## config.mk

```make
export PLATFORM = sky130hd
export DESIGN_NAME = bus_arbiter
export DESIGN_NICKNAME = d
export VERILOG_FILES = /design/src/rtl/bus_arbiter.sv
export SDC_FILE = /design/constraint.sdc
export NUM_CORES = 1
export LEC_CHECK = 0
export ABC_AREA = 1
export CORE_AREA = 5 5 118 120
export CTS_BUF_LIST = sky130_fd_sc_hd__clkbuf_8
export CTS_CLUSTER_SIZE = 30
export DETAILED_ROUTE_END_ITERATION = 12
export DIE_AREA = 0 0 123 125
export PLACE_DENSITY = 0.71
export SYNTH_ARGS = -nofsm -noshare
export SYNTH_HDL_FRONTEND = slang
export SYNTH_SLANG_ARGS = --single-unit
```

## constraint.sdc

```tcl
create_clock -name clk -period 1.5 [get_ports clk]
set_clock_uncertainty 0.15 [all_clocks]
set_input_delay 0.15 -clock clk [delete_from_list [all_inputs] [get_ports clk]]
set_output_delay 0.15 -clock clk [all_outputs]
set_load 0.005 [all_outputs]
```

## src/rtl/bus_arbiter.sv

```systemverilog
// Two-master arbiter for the device bus: fixed priority to master 0, with a
// starvation counter that forces a master 1 slot after MAX_WAIT lost arbitrations.
module bus_arbiter #(
    parameter int unsigned MAX_WAIT = 4
) (
    input  logic        clk,
    input  logic        reset,
    input  logic        m0_req,
    input  logic [31:0] m0_addr,
    input  logic [3:0]  m0_byteen,
    input  logic [31:0] m0_wd,
    output logic        m0_ack,
    output logic [31:0] m0_rdata,
    output logic        m0_stall,
    input  logic        m1_req,
    input  logic [31:0] m1_addr,
    input  logic [3:0]  m1_byteen,
    input  logic [31:0] m1_wd,
    output logic        m1_ack,
    output logic [31:0] m1_rdata,
    output logic        m1_stall,
    output logic [31:0] bus_addr,
    output logic [3:0]  bus_byteen,
    output logic [31:0] bus_wd,
    input  logic [31:0] bus_rd,
    output logic [1:0]  owner,
    output logic [3:0]  m1_wait
);

    localparam logic [1:0] OWN_IDLE = 2'b00;
    localparam logic [1:0] OWN_M0   = 2'b01;
    localparam logic [1:0] OWN_M1   = 2'b10;
    localparam logic [3:0] WAIT_LIM = 4'(MAX_WAIT);
    localparam logic [3:0] WAIT_SAT = 4'hF;

    logic [1:0]  owner_q, owner_d;
    logic [31:0] bus_addr_q, bus_addr_d;
    logic [3:0]  bus_byteen_q, bus_byteen_d;
    logic [31:0] bus_wd_q, bus_wd_d;
    logic [3:0]  m1_wait_q, m1_wait_d;
    logic        elig0, elig1;

    always_ff @(posedge clk) begin
        if (reset) begin
            owner_q      <= OWN_IDLE;
            bus_addr_q   <= '0;
            bus_byteen_q <= '0;
            bus_wd_q     <= '0;
            m1_wait_q    <= '0;
        end else begin
            owner_q      <= owner_d;
            bus_addr_q   <= bus_addr_d;
            bus_byteen_q <= bus_byteen_d;
            bus_wd_q     <= bus_wd_d;
            m1_wait_q    <= m1_wait_d;
        end
    end

    // A master being acked this cycle is excluded so its still-high req is not issued twice.
    always_comb begin
        elig0        = m0_req & ~m0_ack;
        elig1        = m1_req & ~m1_ack;
        owner_d      = OWN_IDLE;
        bus_addr_d   = '0;
        bus_byteen_d = '0;
        bus_wd_d     = '0;
        m1_wait_d    = '0;

        if (elig1 && (m1_wait_q >= WAIT_LIM)) begin
            owner_d = OWN_M1;
        end else if (elig0) begin
            owner_d = OWN_M0;
        end else if (elig1) begin
            owner_d = OWN_M1;
        end

        case (owner_d)
            OWN_M0: begin
                bus_addr_d   = m0_addr;
                bus_byteen_d = m0_byteen;
                bus_wd_d     = m0_wd;
            end
            OWN_M1: begin
                bus_addr_d   = m1_addr;
                bus_byteen_d = m1_byteen;
                bus_wd_d     = m1_wd;
            end
            default: ;
        endcase

        if (elig1 && (owner_d != OWN_M1)) begin
            m1_wait_d = (m1_wait_q == WAIT_SAT) ? WAIT_SAT : m1_wait_q + 4'd1;
        end
    end

    always_comb begin
        m0_ack     = (owner_q == OWN_M0);
        m1_ack     = (owner_q == OWN_M1);
        m0_rdata   = m0_ack ? bus_rd : 32'h0;
        m1_rdata   = m1_ack ? bus_rd : 32'h0;
        m0_stall   = m0_req & ~m0_ack;
        m1_stall   = m1_req & ~m1_ack;
        owner      = owner_q;
        bus_addr   = bus_addr_q;
        bus_byteen = bus_byteen_q;
        bus_wd     = bus_wd_q;
        m1_wait    = m1_wait_q;
    end

endmodule

```

==> results.ini, run 1 <==
[layout]
fillCellCount=911
syn2layout_area_growth_pct=181
layout_common_cells=clkdlybuf4s50_1 (175), dfxtp_1 (72), a21oi_2 (65)
final_common_cell=clkdlybuf4s50_1
final_area_sq_um=9040
layout.nets=976
drive_above_1_share_pct=47.5
multi_input_area_sq_um=2680
regArea_sq_um=1490
finalNonFillerCells=986
final_core_util_pct=70.2

[timing]
final_hold_viol_count=0
maxSlewViolCount=0
finalSetupViolations=141
period_share_pct=111
layout_min_cycle_time_ns=1.67
timing.fmax_ghz=0.600
worst_pin_slew_ns=0.599
slew-limit-headroom_pct=60.1
timing.final.ws_setup_ns=-0.166
timing.setup.tns_ns=-11.32
grt_setup_unrepaired=true

[drt]
vias_per_cell=4.97
drc=0
drtAntennaViolNets=0
wire_per_inst_microns=22.2
first_iter_violations=245
dr.pass1.iters=4
wirelength_microns=21800
dr_total_vias=4902

[hold_path]
hold_path_startpoint=reset
worstHoldPathType=primary input to flop
min_to=owner[0]
holdPathStages=2

[yosys]
syn_area_per_cell_sq_um=7.15
yosys_register_bits=74
syn_inst=450
syn-num-nets=623
synth_warnings=0
seq_area_frac_synth_pct=46.0
syn_area_sq_um=3220
ys_types=19

[floorplan]
fp.dieArea_sq_um=15400
die_h_microns=125
start_util_pct=25.0
ios=314
die_x_microns=123
fp.coreArea_sq_um=12900
rows=42

[worst_setup_path]
path_cells=inv_4, nand2_4, buf_12, buf_12, nor2_2, buf_2
rrSetupSlack_ns=-0.15
cp_slowest_stage_delay_ns=0.38
worstPathRequired_ns=1.20
crit_type=flop to output port
cp_max_fo=7
cp_top_family=buffers and inverters
endpoint_kind=output port
crit_buf_inv=4
r2r_end=bus_addr[13]
crit_top_cell=buf_12
critPathSlowestCell=dfxtp_4
start_kind=flop
r2r_start=owner[0]
reg2reg_depth=8
arrival_ns=1.37

[cts]
cts_sinks=74
cts_tree=done
clockBufferDepth=2
clk_pin_slew_ns=0.08
cts_root_buf=clkbuf_8
hold_buffers=0
clock_latency_ns=0.34
cts_buffers=9
htreeDepth=3

[outcome]
status=complete, but fails checks
violations=setup timing

[power_and_ir_drop]
powerDensity_nw_per_um2=700
ir_drop_uv=460
power.leakage_nw=4.36

[global_routing]
track_usage_pct=23.4
grt_max_degree=37
grt_pass1_vias=5034
antenna_found_initial=2
grt_pass1_wl_microns=27800
grt.overflow.total=0

[placed_design]
place_inst=923
io_buffers=313
place_area_sq_um=6710
hpwlAfterDp_microns=12700
gp_congestion=0.852

[job]
cap_violations=0

[per-layer routing]
metal	part of all wire, %	up-vias	track usage [%]
li1	-	2214	-
met1	32	2356	22.3
met2	55	270	44.6
met3	8.0	62	7.54
met4	5.0	0	10.2
met5	0	-	0
[final cells by class]
class                   count  share of cell area (%)
repair buffers            384                    46.9
diodes                      2                  0.0553
clock inverters             6                    1.18
inverters                  42                    1.83
well taps                 176                    2.43
flip-flops and latches     74                    16.5
clock buffers              10                    1.52
multi-input cells         292                    29.6
[metrics by stage]
step	setup slack (ns)	total power, mW	hold WS (ns)
global placement	-0.263	3.67	0.363
detailed placement	-0.263	3.70	0.400
CTS	-0.166	5.94	0.107
finish	-0.166	6.33	0.166
floorplan	0.0920	2.63	0.160
global route	-0.215	6.59	0.162
[worst register-to-register path: cells and delay by family, from the launching register on]
kind                   cells  cell delay (ns)
flip-flops                 1             0.38
AND/OR/NAND/NOR            3             0.31
AO/OA/AOI/OAI              1             0.16
buffers and inverters      4             0.58
[how the worst max path moves through the flow]
stage	to	from	slack (ns)	cells after the start
5_1_grt	m0_rdata[26]	owner[1]	-0.22	6
3_3_place_gp	m1_stall	m1_req	-0.26	4
6_report	m0_rdata[26]	owner[1]	-0.17	6
2_1_floorplan	bus_wd[13]	owner[1]	0.09	7
3_5_place_dp	bus_wd[4]	m1_req	-0.26	6
4_1_cts	m1_rdata[14]	owner[0]	-0.17	5
[Yosys cell counts]
library cell    n  area, sq um
inv_2           1         3.75
clkbuf_1       22         82.6
buf_4           3         22.5
nand3_2         2         20.0
buf_2          15         75.1
nor2_1         71          267
o21ai_0         1         5.00
nor2_2          1         6.26
ha_1            1         12.5
nand3_1       138          691
conb_1          1         3.75
buf_1           2         7.51
a21oi_1        68          340
nand3b_1        1         7.51
inv_1          41          154
a21oi_2         1         8.76
nand2_1         5         18.8
nand2_2         2         12.5
dfxtp_1        74         1480
[flip-flops by register name, summed over array words and instances (netlist names)]
name,flops
m1_wait,4
bus_wd,32
bus_addr,32
bus_byteen,4
owner,2
[power by group]
part / switching (mW) / internal [mW]
clock network: 0.736 / 1.14
logic: 1.03 / 1.29
registers: 0.0424 / 2.09
total: 1.81 / 4.52
[timing repair]
| item | CTS | global route |
|---|---|---|
| setup buffers | 17 | 5 |
| pin swaps | 29 | 55 |
| gates cloned | 15 | 14 |
| endpoints found under the setup margin | 165 | 186 |
| resized for setup | 415 | 285 |
[logic make-up (layout without fill, tap and decap cells)]
family,count (synthesis),count (layout),share of synthesized area [%]
AO/OA/AOI/OAI,70,70,11.0
buffers and inverters,84,442,10.7
adder cells (fa/ha/maj),1,1,0.389
AND/OR/NAND/NOR,220,220,31.8
other,1,3,0.116
flip-flops,74,74,46.0
Note: power is estimated with default switching activity, not from simulation.
==> run 2: changes to the inputs <==
SLEW_MARGIN = 20   (was default)
==> results of run 2 <==
Final layout, timing and power as in run 1 (identical DEF).
